<file path="config.mk">
export PLATFORM = sky130hd
export DESIGN_NAME = param_fifo
export DESIGN_NICKNAME = d
export VERILOG_FILES = /design/src/rtl/param_fifo.sv
export SDC_FILE = /design/constraint.sdc
export NUM_CORES = 1
export LEC_CHECK = 0
export CORE_MARGIN = 4
export CORE_UTILIZATION = 40
export CTS_CLUSTER_SIZE = 16
export DETAILED_ROUTE_END_ITERATION = 12
export PLACE_DENSITY_LB_ADDON = 0.3
export SLEW_MARGIN = 25
export SYNTH_ARGS = -nofsm -noshare
export SYNTH_HDL_FRONTEND = slang
export SYNTH_SLANG_ARGS = --single-unit
</file>
<file path="constraint.sdc">
create_clock -name CLK -period 4.7 [get_ports CLK]
set_clock_uncertainty 0.2 [all_clocks]
set_input_delay 0.705 -clock CLK [delete_from_list [all_inputs] [get_ports CLK]]
set_output_delay 0.705 -clock CLK [all_outputs]
set_load 0.01 [all_outputs]
</file>
<file path="src/rtl/param_fifo.sv">
// Parametrised synchronous FIFO with ENA/RDY methods (enq, deq, first, clear),
// occupancy count and almost-full/almost-empty status.
module param_fifo #(
  parameter int unsigned WIDTH        = 32,
  parameter int unsigned DEPTH        = 4,
  parameter int unsigned AFULL_LEVEL  = DEPTH - 1,
  parameter int unsigned AEMPTY_LEVEL = 1
) (
  input  logic                     CLK,
  input  logic                     RST,
  input  logic                     enq__ENA,
  input  logic [WIDTH-1:0]         enq_v,
  output logic                     enq__RDY,
  input  logic                     deq__ENA,
  output logic                     deq__RDY,
  output logic [WIDTH-1:0]         first,
  output logic                     first__RDY,
  input  logic                     clear__ENA,
  output logic                     clear__RDY,
  output logic [$clog2(DEPTH):0]   count,
  output logic                     almost_full,
  output logic                     almost_empty
);

  localparam int unsigned AW = $clog2(DEPTH);
  localparam int unsigned CW = AW + 1;

  logic [WIDTH-1:0] mem [DEPTH];
  logic [AW-1:0]    rd_ptr;
  logic [AW-1:0]    wr_ptr;
  logic [CW-1:0]    occ;
  logic             not_full;
  logic             not_empty;
  logic             enq_fire;
  logic             deq_fire;
  logic             flush;

  assign not_full  = (occ != CW'(DEPTH));
  assign not_empty = (occ != CW'(0));
  assign enq_fire  = enq__ENA && not_full;
  assign deq_fire  = deq__ENA && not_empty;
  assign flush     = RST || clear__ENA;

  // Status outputs depend only on registered state.
  assign enq__RDY     = not_full;
  assign deq__RDY     = not_empty;
  assign first__RDY   = not_empty;
  assign clear__RDY   = 1'b1;
  assign count        = occ;
  assign first        = not_empty ? mem[rd_ptr] : '0;
  assign almost_full  = (32'(occ) >= AFULL_LEVEL);
  assign almost_empty = (32'(occ) <= AEMPTY_LEVEL);

  // Pointers and occupancy; reset and clear both empty the queue.
  always_ff @(posedge CLK) begin
    if (flush) begin
      rd_ptr <= '0;
      wr_ptr <= '0;
      occ    <= '0;
    end else begin
      if (enq_fire) wr_ptr <= wr_ptr + AW'(1);
      if (deq_fire) rd_ptr <= rd_ptr + AW'(1);
      case ({enq_fire, deq_fire})
        2'b10:   occ <= occ + CW'(1);
        2'b01:   occ <= occ - CW'(1);
        default: occ <= occ;
      endcase
    end
  end

  // Storage array is intentionally not reset.
  always_ff @(posedge CLK) begin
    if (enq_fire && !flush) mem[wr_ptr] <= enq_v;
  end

endmodule
</file>
# Word-level counts from Yosys, hierarchy flattened
# Memories as Yosys holds them, arrays and structs flattened. A register that Yosys moved wholly into a read port is not among the register bits.
# Index checks and enable logic that the tools add are counted.
# totals
register_bits	7
latch_bits	0
ram_bits	128
mem_bits_ro	0
in_bits	37
out_inout_bits	41
elab_cells	26
mem_count	1
# mem_list
memory	words	word_bits	rd	rd_clocked_by_memory_dff	write_ports	line	text
mem	4	32	1	1	1	28	logic [WIDTH-1:0] mem [DEPTH];
# op_classes
add_sub_neg	4
multipliers	0
div	0
n_lt_le_gt_ge	2
n_eq_ne	3
n_shift	0
n_mux	6
bitwise_logic	0
reduce_logical	7
# ops
cell	n
$mux W32	1
$pmux W3 S2	1
$add A2 B1 Y2 const B	2
$mux W2	2
$add A3 B1 Y3 const B	1
$ge A3 B2 Y1 const B	1
$le A3 B1 Y1 const B	1
$logic_and A1 B1 Y1	3
$ne A3 B3 Y1 const B	1
$reduce_bool A3 Y1	1
$sub A3 B1 Y3 const B	1
$eq A2 B1 Y1 const B	1
$eq A2 B2 Y1 const B	1
$mux W1	2
$reduce_bool A2 Y1	1
$logic_not A1 Y1	1
$logic_or A1 B1 Y1	1

# Longest topological paths before layout
# depth
word_depth	5
mapped_depth	8
depth_no_buf	8

# Worst setup path before layout
# OpenSTA, ideal clock, no wires.
# synth_timing
path_type	flip-flop to flip-flop
from	reg occ[0] (netlist: count[0])
to	mem mem[0][0], enable pin
setup_ns	0.392
arrival_ns	2.131
required_ns	4.108
path_slack_ns	1.976
path_stages_with_launch	7
n_path_buf	0
synth_period_minus_slack_ns	2.724
cell_sequence	dfxtp_1 -> inv_1 -> ha_1 -> a21boi_0 -> inv_1 -> nor2_1 -> and2_1
# synth_between
elab_chain_len	5
# synth_lines
element	line	text
start: declaration	31	logic [CW-1:0] occ;
start signal: assignment	64	2'b10: occ <= occ + CW'(1);
start signal: assignment	65	2'b01: occ <= occ - CW'(1);
$ne A3 B3 Y1	38	assign not_full = (occ != CW'(DEPTH));
$logic_and A1 B1 Y1	40	assign enq_fire = enq__ENA && not_full;
$logic_and A1 B1 Y1	73	if (enq_fire && !flush) mem[wr_ptr] <= enq_v;
$mux W1	73	
$mux W1 (not written as such)	73	
end: declaration	28	
# No other way between the ends.

==> qor.yml <==
cts:
  clock-sinks: 137
  cts_buffers: 17
  cts-root-buf: "clkbuf_16"
  htreeDepth: 4
  cts_hold_buf: 0
  clock_latency_ns: 0.40
  clockBufferDepth: 2
  ctsResizeCount: 0
  cts_setup_buffers: 0
  cts_tree: "built"
  clk_pin_slew_ns: 0.05
timing:
  period_needed_ns: 3.64
  setup_violations: 0
  fin_crit_sh_pct: 77.4
  worst_pin_slew_ns: 0.912
  finalHoldViolCount: 0
  rsz0062_at_grt: "false"
  relSlewSlack_pct: 39.2
  maxSlewViolCount: 0
  fmax_mhz: 275
  timing.setup.tns_ns: 0
floorplan:
  start_util_pct: 40.9
  core_area_um2: 13300
  die_y_um: 125
  ios: 78
  num_rows: 42
  die_area_um2: 15500
  die_w_um: 125
synth:
  async_flop_share_pct: 0
  synth.area.mux_share_pct: 13.4
  yosysWarnings: 0
  synth_edf_count: 128
  synth.distinct_cells: 27
  yosysMostFrequentCell: "edfxtp_1"
  ys_seq_elements: 137
  synth_top_cells_by_count: "edfxtp_1, and2_1, mux4_2, ha_1"
  synth.avg_cell_area_um2: 20.0
  synthCells: 272
  syn-cell-area_um2: 5430
  yosysSeqAreaShare_pct: 74.1
  synth_fa_ha_area_share_pct: 2.30
  yosysTopAreaCell: "edfxtp_1"
  synth_top_family_by_area: "multiplexers"
  synth-xor-area-share_pct: 0.322
  synth_compound_area_share_pct: 1.45
  synthTopCellsByArea: "edfxtp_1, mux4_2, and2_1"
  synth-simple-area-share_pct: 5.64
  ys.flop_type: "edfxtp_1"
  synth_top_area_share_pct: 70.7
  syn-num-nets: 319
placement:
  placed_cell_area_um2: 6330
  gp_congestion: 0.656
  hpwl_um: 5810
  dp.cells: 514
  io_buffer_count: 76
power_and_ir_drop:
  power.total_mw: 2.72
  power_frac_clock_pct: 42.5
  swShare_pct: 20.0
  netSwitchingPower_uw: 544
  p_comb_share_pct: 7.6
  p_int_mw: 2.17
  p_per_area_nw_per_um2: 397
  seqPwrFrac_pct: 50.0
  peakVddDrop_mv: 0.372
  p_leak_nw: 2.21
min_path:
  hp-class: "flip-flop to flip-flop"
  hp-start: "rd_ptr[1]$_SDFFE_PP0P_"
  hold_depth: 2
final_layout:
  area_growth_pct: 26.0
  n_antenna_cell: 0
  regArea_um2: 4030
  nFillCells: 1105
  multi_input_area_um2: 1260
  fin_area_um2: 6850
  drive_gt1_share_pct: 17.0
  final_cells: 546
  num-nets-final: 404
critical_path:
  critical_path.cell_chain: "buf_4 -> mux4_2 -> and2_1 -> clkdlybuf4s50_1"
  startpoint_type: "flip-flop"
  r2r_setup_slack_ns: 1.88
  critical_path_peak_fanout: 23
  path_class: "flip-flop to output port"
  worst_ep_arrival_time_ns: 2.73
  timing.rr.start: "count[0]$_SDFFE_PP0P_"
  r2r-end: "mem[1][22]$_DFFE_PP_"
  cp.required_ns: 3.80
  ff2ff_path_depth: 6
  cp-end-kind: "output port"
  critPathSlowestCell: "dfxtp_2"
  path_buf_inv: 2
  crit_family: "flip-flops"
  critPathMaxStageDelay_ns: 0.87
drt:
  initialDrtViolationCount: 126
  remaining_drc_errors: 0
  drt_wl_total_um: 9740
  num_vias: 2674
  drtAntennaViolNets: 0
  avgViaCountPerCell: 4.90
  dr.pass1.iters: 4
  wl_per_cell_um: 17.8
global_routing:
  grt_pass1_vias: 2965
  grt_pass1_wl_um: 15700
  globalRoute.totalOverflow: 0
  grt_usage_pct: 13.3
  antenna_found_initial: 0
  grt_max_degree: 36
run_status:
  outcome: "completed"
flow_run:
  cap_viol_max_count: 0
[sequential cells by signal (all words and copies together), names as in the netlist, named ones only]
name / count
wr_ptr: 2
count: 3
rd_ptr: 2
mem: 128
[cells by family after synthesis]
family	count (synthesis)
and+or+nand+nor	54
AOI/OAI and AO/OA	14
DFF	137
adders and majority gates	10
muxes	32
other	1
buffers and inverters	22
xor gates and xnor gates	2
[cell usage in the layout, fill, tap and decap left out, drive strengths merged, types with 5 or more instances in the layout]
master / instances
edfxtp: 128
clkdlybuf4s50: 76
and2: 36
mux4: 32
clkbuf: 19
ha: 10
clkinv: 10
inv: 9
dfxtp: 9
nor2: 7
a21oi: 7
nand2: 5
[stage by stage]
| step | utilization, % | hold WS, ns | setup slack, ns |
|---|---|---|---|
| finish | 51.5 | 0.282 | 1.06 |
| global placement | 47.6 | 0.255 | 1.41 |
| global route | 51.5 | 0.325 | 0.833 |
| floorplan | - | 0.253 | 1.98 |
| CTS | 51.5 | 0.288 | 0.962 |
| detailed placement | 47.6 | 0.283 | 1.40 |
[per-layer routing]
metal  share of wire [%]  track usage (%)
met1                  42             15.9
met2                  51             22.2
met3                 5.7             5.27
met4                0.74             3.80
met5                   0                0
[power groups by stage]
stage	Sequential, mW	Combinational, mW	Clock [mW]
finish	1.36	0.205	1.15
global route	1.36	0.225	1.24
CTS	1.36	0.211	1.18
detailed placement	1.38	0.210	0
global placement	1.38	0.207	0
floorplan	1.38	0.0967	0
[worst max path at each step]
stage / end / slack (ns) / cells after the start
finish: first[13] / 1.06 / 4
global route: first[21] / 0.83 / 4
CTS: first[13] / 0.96 / 4
detailed placement: first[13] / 1.40 / 4
global placement: first[13] / 1.41 / 4
floorplan: mem[0][0]$_DFFE_PP_ / 1.98 / 6
[tightest hold or removal path, delay by kind of cell (launching register included)]
| family | cells | cell delay (ns) |
|---|---|---|
| AO/OA/AOI/OAI | 2 | 0.13 |
| flip-flops | 1 | 0.30 |
[final cells by class]
class	count	area share, %
Tap cell	176	3.22
Clock inverter	13	1.26
Multi-Input combinational cell	113	18.5
Timing Repair Buffer	79	11.4
Sequential cell	137	58.8
Clock buffer	19	6.32
Inverter	9	0.493
Power figures use the tool's default switching activity.
==> edit 1, RTL diff (same settings) <==
Set the parameter `WIDTH` to 16 (it was 32).
--- a/src/rtl/param_fifo.sv
+++ b/src/rtl/param_fifo.sv
@@ -3,3 +3,3 @@
 module param_fifo #(
-  parameter int unsigned WIDTH        = 32,
+  parameter int unsigned WIDTH        = 16,
   parameter int unsigned DEPTH        = 4,
Ports: changed (resized enq_v and first); port bits go from 78 to 46. No check against the original RTL was run, so the function may have changed too.
==> edit 1 against the original RTL <==
Power decreased by 48%. Sequential cell count down 64. Cell area fell by 45%. Worst setup slack improved by 0.24 ns. Wire length down 48%. Sequential power is 47% lower. Highest routed layer unchanged. Area after synthesis down 45%.
==> edit 1: results (changes against the original RTL) <==
antenna_found_initial: 0  # unchanged
fill_cells: 620  # -44%
routed_wl_mm: 5.03  # -48%
reg2reg_to: "mem[1][1]"
grt_pass1_wl_mm: 7.91  # -49%
path_clk_slew_ns: 0.07  # +0.02 ns
ys_seq_area_frac: 0.697  # -0.0431
vdd_ir_drop_max_mv: 0.173  # -54%
critPathTopFamily: "buffers and inverters"
synth.avg_cell_area_um2: 17.6  # -12%
post_cts_resized: 0  # unchanged
finalSetupViolCount: 0  # unchanged
htree_levels: 3  # -1
yosys-top-cells-area: "edfxtp_1 (64%), mux4_2 (7.5%), dfxtp_1 (6.0%)"
avgViaCountPerCell: 4.74  # -3.3%
ff2ff_setup_slack_ns: 2.02  # +0.14 ns
largest_reg_flops: 64  # -50%
synth_ff_type: "edfxtp_1"
place_congestion: 0.728  # +11%
worstRegToRegCells: 6  # unchanged
yosys-top-cells-count: "edfxtp_1 (64), and2_1 (20), ha_1 (10), mux4_2 (10)"
power_frac_clock: 0.407  # -0.018
crit_arrival_ns: 2.49  # -0.24 ns
firstDrtPassIters: 4  # unchanged
cts_buffers: 9  # -8
whs_path_depth: 2  # unchanged
grt_usage: 0.122  # -0.0103
critical_path_peak_fanout: 19  # -17%
grt_max_degree: 20  # -44%
switching_power_mw: 0.283  # -48%
yosysWarningCount: 0  # unchanged
insertion_delay_ns: 0.33  # -0.07 ns
portBuffers: 44  # -42%
drt_iter0_drc: 80  # -37%
max_slew_margin: 0.403  # +0.0111
synthDistinctLibCells: 27  # unchanged
status: "finished clean"
p_seq_mw: 0.717  # -47%
async_flop_share: 0  # unchanged
r2r-start: "count[0]"
clk_path_buf_depth: 2  # unchanged
drive_gt1_frac: 0.121  # -0.0497
max_stage_delay_ns: 0.54  # -0.33 ns
routedWlPerCell_um: 15.6  # -13%
antennaDiodeCount: 0  # unchanged
root_buffer: "clkbuf_8"
dp_cells: 307  # -40%
syn-num-nets: 202  # -37%
p_leak_nw: 1.25  # -43%
grt_pass1_vias: 1534  # -48%
synth-edff-count: 64  # -50%
holdWs_ns: 0.295  # +0.0129 ns
cts_setup_buffers: 0  # unchanged
largest-register: "mem"
dp_hpwl_mm: 3.33  # -43%
nets: 250  # -38%
slowest_stage: "clkdlybuf4s50_1"
## edit 1: metal layers
layer  global-route usage  vias to the layer above  routed length [um]
li1                     -                      739                   -
met1                0.145                      746                2150
met2                0.206                       36                2570
met3               0.0311                        9                 238
met4               0.0613                        0                  67
met5                    0                        -                   0
## edit 1: per-stage QoR
step           worst slack (ns)  utilization  area, um^2  power [mW]
2_1_floorplan              2.23            -        3010       0.792
6_report                   1.31        0.516        3760        1.42
4_1_cts                    1.23        0.516        3760        1.44
5_1_grt                    1.08        0.516        3760        1.48
3_5_place_dp               1.57        0.483        3520       0.859
3_3_place_gp               1.61        0.483        3520       0.857
## edit 1: worst max path at each step
stage / from / to / slack [ns] / cells after the start
2_1_floorplan: count[0] / first[10] / 2.23 / 6
3_3_place_gp: count[0] / first[2] / 1.61 / 6
3_5_place_dp: enq__ENA / mem[1][2] / 1.57 / 5
4_1_cts: count[0] / first[10] / 1.23 / 6
5_1_grt: count[0] / first[10] / 1.08 / 6
6_report: count[0] / first[10] / 1.31 / 6
## edit 1: logic make-up after synthesis
group | share of synthesized area
other | 0.00124
AO/OA/AOI/OAI | 0.0262
multiplexers | 0.127
adder cells (fa/ha/maj) | 0.0415
flip-flops | 0.697
AND/OR/NAND/NOR | 0.0685
buffers and inverters | 0.0324
XOR/XNOR | 0.00581
## edit 1: area by class of cell
| type | count | area (um^2) | share of cell area |
|---|---|---|---|
| clock buffers | 10 | 128 | 0.0339 |
| clock inverters | 6 | 115 | 0.0306 |
| inverters | 9 | 33.8 | 0.00897 |
| multi-input cells | 81 | 815 | 0.216 |
| flip-flops and latches | 73 | 2100 | 0.558 |
| well taps | 99 | 124 | 0.0329 |
| repair buffers | 45 | 448 | 0.119 |
==> edit 2, RTL diff (config.mk and constraints unchanged) <==
Without the edit above. Put one more register stage on the output `count`. The value now appears one clock later. The other outputs are not delayed to match.
--- a/src/rtl/param_fifo.sv
+++ b/src/rtl/param_fifo.sv
@@ -48,3 +48,5 @@
   assign clear__RDY   = 1'b1;
-  assign count        = occ;
+  always_ff @(posedge CLK) begin
+    count <= occ;
+  end
   assign first        = not_empty ? mem[rd_ptr] : '0;
Function: changed (a bounded check fails within 4 cycles, from zero or initial values).
==> edit 2 against the original RTL <==
Area after synthesis increased by 1.1%. Fmax down 2.6%. Register-to-register slack lost 0.04 ns. Sequential share of layout area fell by 0.18 points. Worst setup slack lost 0.096 ns. Power rose by 6.6%. Sequential cell count grew 3. Wire length increased by 0.98%. Cell area up 1.8%. Count of clock-buffer cells in the layout stayed put. Critical path type unchanged. Largest cell class unchanged. Largest power group unchanged. Highest routed layer unchanged.
==> edit 2: results (changes against the original RTL) <==
wl_met2_mm: 4.64  # -6.7%
routed_wl_mm: 9.83  # +0.98%
critical_path_peak_fanout: 19  # -17%
die-area_um2: 15700  # +1.0%
endpoint: "first[1]"
grt_max_degree: 33  # -8.3%
clkCellAreaFrac: 0.0836  # +0.00781
avgViaCountPerCell: 4.90  # about the same
nets: 407  # +0.74%
fin_crit_sh: 0.794  # +0.0204
drive_gt1_frac: 0.182  # +0.0120
status: "finished clean"
met1Wirelength_mm: 4.47  # +8.4%
max_stage_delay_ns: 0.54  # -0.33 ns
grt_pass1_vias: 2901  # -2.2%
vdd_ir_drop_max_mv: 0.243  # -35%
seq_cells: 140  # +2.2%
sh_seq_area: 0.586  # -0.00183
max_slew_margin: 0.386  # -0.00615
slowest_stage: "clkdlybuf4s50_1"
whs_path_depth: 0  # -2
vias: 2690  # +0.60%
grt_usage: 0.132  # -0.000835
yosys-top-cells-area: "edfxtp_1 (70%), mux4_2 (12%), dfxtp_1 (4.4%)"
reg2reg_to: "mem[1][24]"
synth.avg_cell_area_um2: 20.0  # about the same
hp-start: "occ[1]"
design_area_um2: 6970  # +1.8%
critPathTopFamily: "buffers and inverters"
bufAreaShareNonClock: 0.112  # -0.00203
drt_iter0_drc: 177  # +40%
wl_met3_um: 581  # +4.3%
dp_hpwl_mm: 5.88  # +1.2%
grt_pass1_wl_mm: 15.7  # about the same
==> edit 2: changes by cell type in the layout (fill, tap and decap cells not counted) <==
cell and delta:
bufinv_16 +2, dfxtp_1 +3, clkinvlp_4 +3, clkinv_1 -5
==> edit 2: kinds of logic after synthesis <==
family / Yosys count / synth area share
compound gates: 14 / 0.0143
mux: 32 / 0.133
buf+inv: 22 / 0.0273
fa+ha+maj: 10 / 0.0228
simple gates: 54 / 0.0558
xor+xnor: 2 / 0.00319
flops: 140 / 0.743
other cells: 1 / 0.000683
==> edit 2: power breakdown <==
| part | total, mW | internal, mW | switching, mW | leakage [nW] |
|---|---|---|---|---|
| combinational | 0.208 | 0.115 | 0.0925 | 0.730 |
| sequential | 1.38 | 1.38 | 0.00749 | 1.25 |
| clock | 1.31 | 0.826 | 0.480 | 0.270 |
==> edit 2: routing by layer <==
metal | track usage | vias up
li1 | - | 1245
met1 | 0.176 | 1348
met2 | 0.198 | 85
met3 | 0.0469 | 12
met4 | 0.0536 | 0
met5 | 0 | -
